## src/rtl/mem_write_bridge_if.sv

```systemverilog
// Store bus from the processor plus the video-RAM handshake and status outputs of the bridge.
// The master side is the processor/video environment; the slave side is the bridge.
interface mem_write_bridge_if #(
  parameter int VRAM_WORDS = 1024
);
  localparam int IDX_W = $clog2(VRAM_WORDS);

  logic             memWr;
  logic [31:0]      direc;
  logic [31:0]      datoOut;
  logic             stall;
  logic             ramWe;
  logic             vramValid;
  logic             vramReady;
  logic [IDX_W-1:0] vramAddr;
  logic [31:0]      vramData;
  logic [7:0]       ledReg;
  logic [7:0]       dropCount;
  logic             fifoEmpty;

  modport master (
    output memWr, direc, datoOut, vramReady,
    input  stall, ramWe, vramValid, vramAddr, vramData, ledReg, dropCount, fifoEmpty
  );

  modport slave (
    input  memWr, direc, datoOut, vramReady,
    output stall, ramWe, vramValid, vramAddr, vramData, ledReg, dropCount, fifoEmpty
  );
endinterface

```

## src/rtl/mem_write_bridge.sv

```systemverilog
// Decodes processor stores into data RAM writes, a queued video RAM path with stall-on-full,
// an LED/score register and a saturating drop counter.
module mem_write_bridge #(
  parameter int          DEPTH      = 4,
  parameter logic [31:0] RAM_LIMIT  = 32'h0000_0400,
  parameter logic [31:0] VRAM_BASE  = 32'h0000_1000,
  parameter int          VRAM_WORDS = 1024,
  parameter logic [31:0] IO_ADDR    = 32'h0000_2000
) (
  input  logic clk,
  input  logic rst_n,
  mem_write_bridge_if.slave bus
);
  localparam int          IDX_W    = $clog2(VRAM_WORDS);
  localparam int          PTR_W    = $clog2(DEPTH);
  localparam logic [32:0] VRAM_END = {1'b0, VRAM_BASE} + 33'(VRAM_WORDS) * 33'd4;

  function automatic logic [7:0] sat_inc(input logic [7:0] v);
    return (v == 8'hFF) ? v : v + 8'd1;
  endfunction

  logic             in_ram, in_vram, in_io, drop;
  logic [31:0]      off;
  logic [IDX_W-1:0] idx;
  logic             unused_off;

  // Region decode in priority order: RAM, aligned VRAM window, IO register, else drop.
  assign in_ram     = bus.direc < RAM_LIMIT;
  assign in_vram    = !in_ram && (bus.direc >= VRAM_BASE) && ({1'b0, bus.direc} < VRAM_END)
                      && (bus.direc[1:0] == 2'b00);
  assign in_io      = !in_ram && !in_vram && (bus.direc == IO_ADDR);
  assign drop       = bus.memWr && !in_ram && !in_vram && !in_io;
  assign off        = bus.direc - VRAM_BASE;
  assign idx        = off[IDX_W+1:2];
  assign unused_off = ^{off[31:IDX_W+2], off[1:0]};

  logic [IDX_W-1:0] idx_mem  [DEPTH];
  logic [31:0]      data_mem [DEPTH];
  logic [PTR_W-1:0] wr_ptr, rd_ptr;
  logic [PTR_W:0]   count;
  logic             full, empty, push, pop;
  logic [7:0]       led_reg, drop_cnt;

  assign full  = count == (PTR_W+1)'(DEPTH);
  assign empty = count == '0;
  assign push  = bus.memWr && in_vram && !full;
  assign pop   = !empty && bus.vramReady;

  // Entry storage carries no reset; emptiness is tracked by the counter alone.
  always_ff @(posedge clk) begin
    if (push) begin
      idx_mem[wr_ptr]  <= idx;
      data_mem[wr_ptr] <= bus.datoOut;
    end
  end

  always_ff @(posedge clk or negedge rst_n) begin
    if (!rst_n) begin
      wr_ptr   <= '0;
      rd_ptr   <= '0;
      count    <= '0;
      led_reg  <= '0;
      drop_cnt <= '0;
    end else begin
      if (push) wr_ptr <= wr_ptr + 1'b1;
      if (pop)  rd_ptr <= rd_ptr + 1'b1;
      case ({push, pop})
        2'b10:   count <= count + 1'b1;
        2'b01:   count <= count - 1'b1;
        default: count <= count;
      endcase
      if (bus.memWr && in_io) led_reg <= bus.datoOut[7:0];
      if (drop) drop_cnt <= sat_inc(drop_cnt);
    end
  end

  assign bus.ramWe     = bus.memWr && in_ram;
  assign bus.stall     = bus.memWr && in_vram && full;
  assign bus.vramValid = !empty;
  assign bus.fifoEmpty = empty;
  assign bus.vramAddr  = empty ? '0 : idx_mem[rd_ptr];
  assign bus.vramData  = empty ? '0 : data_mem[rd_ptr];
  assign bus.ledReg    = led_reg;
  assign bus.dropCount = drop_cnt;
endmodule
```

## src/flat_wrapper.sv

```systemverilog
// flat-port wrapper written by rule: the top's interface ports become plain ports
module mem_write_bridge_flat 
#(
  parameter int          DEPTH      = 4,
  parameter logic [31:0] RAM_LIMIT  = 32'h0000_0400,
  parameter logic [31:0] VRAM_BASE  = 32'h0000_1000,
  parameter int          VRAM_WORDS = 1024,
  parameter logic [31:0] IO_ADDR    = 32'h0000_2000
)
  (clk, rst_n, bus_memWr, bus_direc, bus_datoOut, bus_vramReady, bus_stall, bus_ramWe, bus_vramValid, bus_vramAddr, bus_vramData, bus_ledReg, bus_dropCount, bus_fifoEmpty);
  mem_write_bridge_if #(.VRAM_WORDS(VRAM_WORDS)) bus_i ();
  input  logic clk;
  input  logic rst_n;
  input wire logic [$bits(bus_i.memWr)-1:0] bus_memWr;
  input wire logic [$bits(bus_i.direc)-1:0] bus_direc;
  input wire logic [$bits(bus_i.datoOut)-1:0] bus_datoOut;
  input wire logic [$bits(bus_i.vramReady)-1:0] bus_vramReady;
  output wire logic [$bits(bus_i.stall)-1:0] bus_stall;
  output wire logic [$bits(bus_i.ramWe)-1:0] bus_ramWe;
  output wire logic [$bits(bus_i.vramValid)-1:0] bus_vramValid;
  output wire logic [$bits(bus_i.vramAddr)-1:0] bus_vramAddr;
  output wire logic [$bits(bus_i.vramData)-1:0] bus_vramData;
  output wire logic [$bits(bus_i.ledReg)-1:0] bus_ledReg;
  output wire logic [$bits(bus_i.dropCount)-1:0] bus_dropCount;
  output wire logic [$bits(bus_i.fifoEmpty)-1:0] bus_fifoEmpty;
  assign bus_i.memWr = bus_memWr;
  assign bus_i.direc = bus_direc;
  assign bus_i.datoOut = bus_datoOut;
  assign bus_i.vramReady = bus_vramReady;
  assign bus_stall = bus_i.stall;
  assign bus_ramWe = bus_i.ramWe;
  assign bus_vramValid = bus_i.vramValid;
  assign bus_vramAddr = bus_i.vramAddr;
  assign bus_vramData = bus_i.vramData;
  assign bus_ledReg = bus_i.ledReg;
  assign bus_dropCount = bus_i.dropCount;
  assign bus_fifoEmpty = bus_i.fifoEmpty;
  mem_write_bridge #(.DEPTH(DEPTH), .RAM_LIMIT(RAM_LIMIT), .VRAM_BASE(VRAM_BASE), .VRAM_WORDS(VRAM_WORDS), .IO_ADDR(IO_ADDR)) u_core (.clk(clk), .rst_n(rst_n), .bus(bus_i));
endmodule
```

## config.mk

```make
export PLATFORM = sky130hd
export DESIGN_NAME = mem_write_bridge_flat
export DESIGN_NICKNAME = d
export VERILOG_FILES = /design/src/rtl/mem_write_bridge_if.sv /design/src/rtl/mem_write_bridge.sv /design/src/flat_wrapper.sv
export SDC_FILE = /design/constraint.sdc
export NUM_CORES = 1
export LEC_CHECK = 0
export ABC_AREA = 1
export BUFFER_PORTS_ARGS = -buffer_cell sky130_fd_sc_hd__buf_4
export CAP_MARGIN = 40
export CORE_MARGIN = 2
export CORE_UTILIZATION = 56
export CTS_CLUSTER_DIAMETER = 50
export DETAILED_ROUTE_END_ITERATION = 16
export HOLD_SLACK_MARGIN = 0.02
export PLACE_DENSITY = 0.79
export SLEW_MARGIN = 25
export SYNTH_ARGS = -nofsm -noshare
export SYNTH_HDL_FRONTEND = slang
export SYNTH_SLANG_ARGS = --single-unit
```

## constraint.sdc

```tcl
create_clock -name clk -period 3.5 [get_ports clk]
set_input_delay 0.175 -clock clk [delete_from_list [all_inputs] [get_ports clk]]
set_output_delay 0.175 -clock clk [all_outputs]
set_load 0.005 [all_outputs]
```

==> run metrics, run 1 <==
syn_nets 761; final HPWL from detailed placement between 10000 and 15000 um; Syn. warnings 0; postcts setup bufs 0; fin crit share 64.1%; die width 123 um; Achievable Freq 446 MHz; First-pass DRT Iterations 5; Synth top area share a little under two thirds; DR vias/cell about 5.4; post-synthesis sequential area ratio 71.1%; # Max-Cap Violations 0; final core occ about 73%; ANT cells 0; setup tns final 0 ps; Critical Path AT 2070 ps; DP Area between 0.009 and 0.01 mm^2; height of the die roughly 120 um; WHS Endpoint u_core.bus.ledReg[0]; Worst-Skew Late Latency around 430 ps; top post-synthesis cells by area edfxtp_1 (64%), nor2_1 (9.3%), dfrtp_1 (7.3%); Final Max Tran Viols 0; startpoint types flip-flop; Worst-Margin Slew between 600 and 700 ps; Mean Syn Cell Area between 10 and 15 um^2; Final ANT Viol Nets 0; RSZ-0062 raised after global routing false; worst reg2reg startpoint u_core.count[0]; CP Capture Type output port; WL met2 8980 um; Mapped Cells ~700; clk slew on worst S/H paths approximately 70 ps; number of global-route vias before repair 5699; TritonCTS Buffers 17; Period minus WS final 2240 ps; starting density of the core between 50% and 60%; Hold Vio Cnt, Final 0; Pleak 3.87 nW; # setup viols final 0; layout cells sized above 1 around 23%; Routed WL 17800 um; worst hold start bus_memWr; run status finished, final reports clean; first-pass GRT wire length about 28000 um; required time of the critical path roughly 3300 ps; critical path fanouts, max 73; row cnt 43; Setup Skew 11.5 ps; DR top layer met4; buffers added on ports about 130; die area roughly 0.015 mm^2; WS Path Type reg2out; R2R setup slack 1370 ps; fill cell count 844; cell taking the most area after synthesis edfxtp_1; htree depth 4; root buf cell clkbuf_16; DRC Markers 0; CTS tree yes; via count around 5700; distinct cell type count after synthesis 26; Worst R2R End u_core.count[2]; hold depth 3; Layout area overhead 28.4%; PnR Total Power approximately 7.1 mW; GP Congestion around 0.80; R2R depth 9; wire length on met1 7330 um; GRT Util Overall about 25%; area of the core ~0.014 mm^2; Clock Tree Buf Depth 2; Synth Register Bits roughly 190; pin count of the biggest net entering global routing 87; nets about 930; clk sinks around 190; Hold Crit Class in2reg; fin area roughly 0.010 mm^2; Hold WS 96.3 ps; headroom to the max-slew limit roughly three fifths; Mapped Area 0.00791 mm^2; initial antenna violation count 0; Max VDD drop approximately 0.36 mV; total gr overflow 0; drt wl/cell ~17 um; num ports 130; DR iter-0 viols 459; power per cell area ~700 mW/mm^2; wire length on met3 around 1200 um
[synth_stat cells]
cell and count:
clkbuf_1 18, inv_1 16, nor3_4 2, nand3_1 21, a21oi_1 43, nor2_2 12, nor2_1 195, nand2_2 1
fa_1 1, xor2_1 7, nand3_2 1, buf_4 2, nor4_1 1, o21ai_1 21, buf_2 10, nand2_1 57
nand2_4 2, clkbuf_2 3, o21ai_0 66, ha_1 6, nor3b_1 1, inv_2 3, xnor2_1 4, dfrtp_1 23
edfxtp_1 168, nand4_1 2
[per-stage QoR]
| step | worst slack, ps | std cells |
|---|---|---|
| after global placement | 1240 | 972 |
| after floorplan | 409 | 686 |
| final | 1260 | 1050 |
| after detailed placement | 1100 | 973 |
| after CTS | 1060 | 1048 |
| after global routing | 1080 | 1050 |
[how the worst max path moves through the flow]
| stage | start | end | slack (ps) |
|---|---|---|---|
| floorplan | bus_direc[20] | u_core.data_mem[0][0] | 410 |
| global placement | bus_direc[28] | u_core.data_mem[1][22] | 1240 |
| detailed placement | bus_direc[19] | u_core.data_mem[1][30] | 1100 |
| CTS | u_core.rd_ptr[0] | bus_vramData[0] | 1060 |
| global route | u_core.rd_ptr[0] | bus_vramData[15] | 1080 |
| finish | u_core.rd_ptr[0] | bus_vramAddr[0] | 1260 |
[power breakdown]
part           switching [mW]  leakage (nW)  total, mW  internal [mW]
combinational            1.41          1.78       2.56           1.15
sequential             0.0726          1.81       2.61           2.53
clock                   0.839         0.282       1.90           1.06
total                    2.32          3.87       7.07           4.74
[cell families (layout without fill, tap and decap cells)]
group                      after synthesis  after routing  synth area share [%]
and+or+nand+nor                        295            295                  15.5
DFF                                    191            191                  71.1
AOI/OAI and AO/OA                      130            130                  8.23
buffers and inverters                   52            236                  2.77
xor gates and xnor gates                11             11                  1.22
adders and majority gates                7              7                  1.20
[routing by layer]
metal	vias to the layer above	track usage [%]
met1	2734	32.0
met2	243	40.9
met4	0	8.91
met5	-	0
li1	2702	-
met3	29	5.58
[flip-flops by register name, summed over array words and instances, names as in the netlist]
name,cells
u_core.data_mem,128
u_core.idx_mem,40
u_core.bus.dropCount,8
u_core.bus.ledReg,8
u_core.count,3
u_core.rd_ptr,2
u_core.wr_ptr,2
[cell type report]
class                      instances  area, um^2  area share (%)
clock buffer                      17         425            4.19
timing repair buffer             185        1550            15.3
multi-input combinational        443        2100            20.6
inverter                          19        71.3           0.702
sequential                       191        5620            55.4
clock inverter                    15         159            1.56
tap                              180         225            2.22
[cell usage in the layout, fill, tap and decap left out, types with 2 or more instances in the layout]
master	n
nor2_1	191
edfxtp_1	168
buf_4	138
o21ai_0	66
nand2_1	57
a21oi_1	43
dlygate4sd3_1	43
nand3_1	21
o21ai_1	21
dfrtp_1	21
clkbuf_16	17
inv_1	16
nor2_2	12
xor2_1	7
ha_1	6
nor2_4	4
xnor2_1	4
inv_6	4
inv_2	3
clkinv_2	3
buf_12	3
nor3_4	2
nand4_1	2
nand2_4	2
clkinv_4	2
bufinv_16	2
clkinvlp_4	2
dfrtp_2	2
[worst max-delay path, cell delays in order, from the launching register on]
cell and delay (ps):
dfrtp_2 370, buf_4 240, buf_16 310, nor2_1 90, nor2_1 90, o21ai_0 100, a21oi_1 260, buf_4 170
[repair_timing]
action	4_1_cts	5_1_grt
hold buffers	43	0
resized for setup	0	0
hold endpoints to repair	191	0
No activity file was read; power rests on OpenSTA's default activity.
==> run 2, diff against run 1 <==
--- a/config.mk
+++ b/config.mk
@@ -5,7 +5,7 @@
 export SDC_FILE = /design/constraint.sdc
 export NUM_CORES = 1
 export LEC_CHECK = 0
-export ABC_AREA = 1
+export ABC_AREA = 0
 export BUFFER_PORTS_ARGS = -buffer_cell sky130_fd_sc_hd__buf_4
 export CAP_MARGIN = 40
 export CORE_MARGIN = 2
@@ -13,7 +13,7 @@
 export CTS_CLUSTER_DIAMETER = 50
 export DETAILED_ROUTE_END_ITERATION = 16
 export HOLD_SLACK_MARGIN = 0.02
-export PLACE_DENSITY = 0.79
+export PLACE_DENSITY = 0.8
 export SLEW_MARGIN = 25
 export SYNTH_ARGS = -nofsm -noshare
 export SYNTH_HDL_FRONTEND = slang
==> constraint.sdc (replaced) <==
create_clock -name clk -period 2.2 [get_ports clk]
set_input_delay 0.11 -clock clk [delete_from_list [all_inputs] [get_ports clk]]
set_output_delay 0.11 -clock clk [all_outputs]
set_load 0.005 [all_outputs]
==> run metrics, run 2 <==
run status finished, final reports clean; post-synthesis sequential area ratio 74.5% (+3.4 points); startpoint types flip-flop; final core occ 75.5% (+2.1 points); headroom to the max-slew limit 71.5% (+12 points); Layout area overhead 32.1%; Critical Path AT 1970 ps (-100 ps); number of flops mapped to enable cells by yosys 168 (unchanged); list of most frequent post-synthesis cells edfxtp_1 (168), and2_1 (47), mux4_2 (42); DR iter-0 viols 433 (-5.7%); clk sinks 191 (unchanged); area of the core 0.0132 mm^2 (-4.6%); fin crit share around 94%; num ports 130 (unchanged); pre-CTS setup slack -62.7 ps (-1160 ps); critical path fanouts, max 23 (-68%); Synth Register Bits 191 (unchanged); Final Max Tran Viols 0 (unchanged); Achievable Freq approximately 480 MHz; DRC Markers 0 (unchanged); Reg with most FFs u_core.data_mem; CTS tree yes; DP Cell Count 685 (-30%); ANT cells 0 (unchanged); Worst-Skew Late Latency 420 ps (about the same); R2R setup slack 200 ps (-1170 ps); Worst-Margin Slew 427 ps (-177 ps); Hold Crit Class in2async; Synth top area share 66.9% (+3.1 points); worst reg2reg startpoint u_core.count[2]; TritonCTS Buffers 17 (unchanged); Non-Filler Instances 761 (-28%); commonest cells after routing, fill and taps aside edfxtp_1 (168), buf_4 (141), dlygate4sd3_1 (43); power per cell area 1020 mW/mm^2 (+47%); height of the die 120 um (-2.2%); R2R depth 8 (-1); total gr overflow 0 (unchanged); GRT Util Overall 21.6% (-3.0 points); Max VDD drop 0.518 mV (+43%); worst path cell trace buf_16 > mux4_2 > and2_1 > buf_4; Worst path slowest cell mux4_2; Mapped Area 0.00754 mm^2 (-4.6%); first-pass GRT wire length 23000 um (-18%); cell taking the most area after synthesis edfxtp_1; die area 0.0144 mm^2 (-4.4%); Hold Vio Cnt, Final 0 (unchanged); FF+latch area 0.00563 mm^2 (about the same); WS Path Type reg2out; prevailing post-synth register cell edfxtp_1; fill cell count 731 (-13%); # setup viols final 0 (unchanged); Clock Tree Buf Depth 2 (unchanged); Regs by FF count u_core.data_mem: 128 flops, u_core.idx_mem: 40 flops; root buf cell clkbuf_16; Setup WS post-layout 122 ps (-1130 ps); distinct cell type count after synthesis 32 (+23%); First-pass DRT Iterations 4 (-1); crit path buf inv count 2 (-1); CP Capture Type output port; number of global-route vias before repair 4436 (-22%); RSZ-0062 raised after global routing false; via count 4171 (-27%); buffers added on ports 129 (unchanged); Syn. warnings 0 (unchanged); Period minus WS final 2080 ps; DR vias/cell 5.48 (+0.82%); final HPWL from detailed placement 9190 um (-15%); Final ANT Viol Nets 0 (unchanged); htree depth 4 (unchanged); Pleak 3.68 nW (-5.0%); clk slew on worst S/H paths 60 ps (about the same); Async S/R FF share, synth 12.0% (unchanged); layout cells sized above 1 41.2% (+18 points); CP delay by family, top multiplexers; Setup Skew 7.34 ps (-4.21 ps); Crit path largest cell delay 520 ps (+150 ps); Worst R2R End u_core.count[2]; Mapped Cells 374 (-45%); Routed WL 14700 um (-18%); setup tns final 0 ps (unchanged); pin count of the biggest net entering global routing 45 (-48%); top post-synthesis cells by area edfxtp_1 (67%), mux4_2 (13%), dfrtp_1 (7.6%); Multi-input gate area 0.00185 mm^2 (-12%); row cnt 42 (-2.3%); GP Congestion 0.752 (-6.4%); die width 120 um (-2.2%); required time of the critical path 2090 ps (-1230 ps); syn_nets 449 (-41%); nets 648 (-30%); max FFs per register 128 (unchanged); commonest non-fill, non-tap cell in the layout edfxtp_1; starting density of the core 57.2% (about the same); Mean Syn Cell Area 20.2 um^2 (+75%); initial antenna violation count 0 (unchanged); # Max-Cap Violations 0 (unchanged); most instantiated library cell after synthesis edfxtp_1; PnR Total Power 10.2 mW (+44%); drt wl/cell 19.3 um (+14%)
## run 2: area by class of cell
cell class                 count  area share, %
sequential                   191           56.5
multi-input combinational    159           18.6
timing repair buffer         195           17.2
clock inverter                 9          0.703
inverter                       9          0.339
clock buffer                  22           4.46
tap                          176           2.21
## run 2: logic make-up after synthesis
logic type      count (synthesis)  synth area share [%]
flops                         191                  74.5
simple gates                   84                  6.98
mux                            53                  14.2
buf+inv                        24                  1.26
xor+xnor                       13                  1.51
fa+ha+maj                       7                  1.26
compound gates                  2                 0.315
## run 2: power by group
| group | switching, mW | internal [mW] | total, mW | leakage (nW) |
|---|---|---|---|---|
| registers | 0.154 | 4.06 | 4.22 | 1.80 |
| logic | 1.26 | 2.00 | 3.26 | 1.63 |
| clock network | 1.19 | 1.53 | 2.73 | 0.246 |
| total | 2.60 | 7.60 | 10.2 | 3.68 |
## run 2: worst max-delay path by stage
stage / start / end / slack (ps) / cells after the start
after floorplan: bus_direc[22] / u_core.data_mem[0][0] / -30 / 5
after CTS: u_core.rd_ptr[0] / bus_vramData[0] / 0.1 / 4
after global placement: bus_direc[22] / u_core.count[2] / 30 / 12
after global routing: u_core.rd_ptr[0] / bus_vramData[0] / 40 / 4
final: u_core.rd_ptr[0] / bus_vramData[0] / 120 / 4
after detailed placement: bus_direc[18] / u_core.count[2] / -60 / 12
## run 2: timing repair
item | 4_1_cts | 5_1_grt
hold buffers | 43 | 0
gates resized for setup | 5 | 2
buffers inserted | 0 | 2
hold endpoints to repair | 199 | 0
setup endpoints to repair | 5 | 38
## run 2: metal layers
| metal | GRT usage [%] | up-vias | routed length (um) |
|---|---|---|---|
| li1 | - | 1859 | - |
| met1 | 27.7 | 2129 | 6060 |
| met2 | 36.1 | 159 | 7490 |
| met3 | 5.80 | 24 | 883 |
| met4 | 7.65 | 0 | 242 |
| met5 | 0 | - | 0 |
## run 2: through the flow
stage	hold WS, ps	area, um^2
detailed placement	23.8	8980
global route	151	9960
global placement	23.1	8980
floorplan	-186	7550
finish	125	9960
CTS	98.9	9930
## run 2: worst register-to-register path: stages, from the launching register on
cell and delay [ps]:
dfrtp_1 410, or3_1 400, and2_1 230, ha_1 240
inv_1 70, fa_1 180, xor2_1 140, nor2_1 60
xor2_1 150
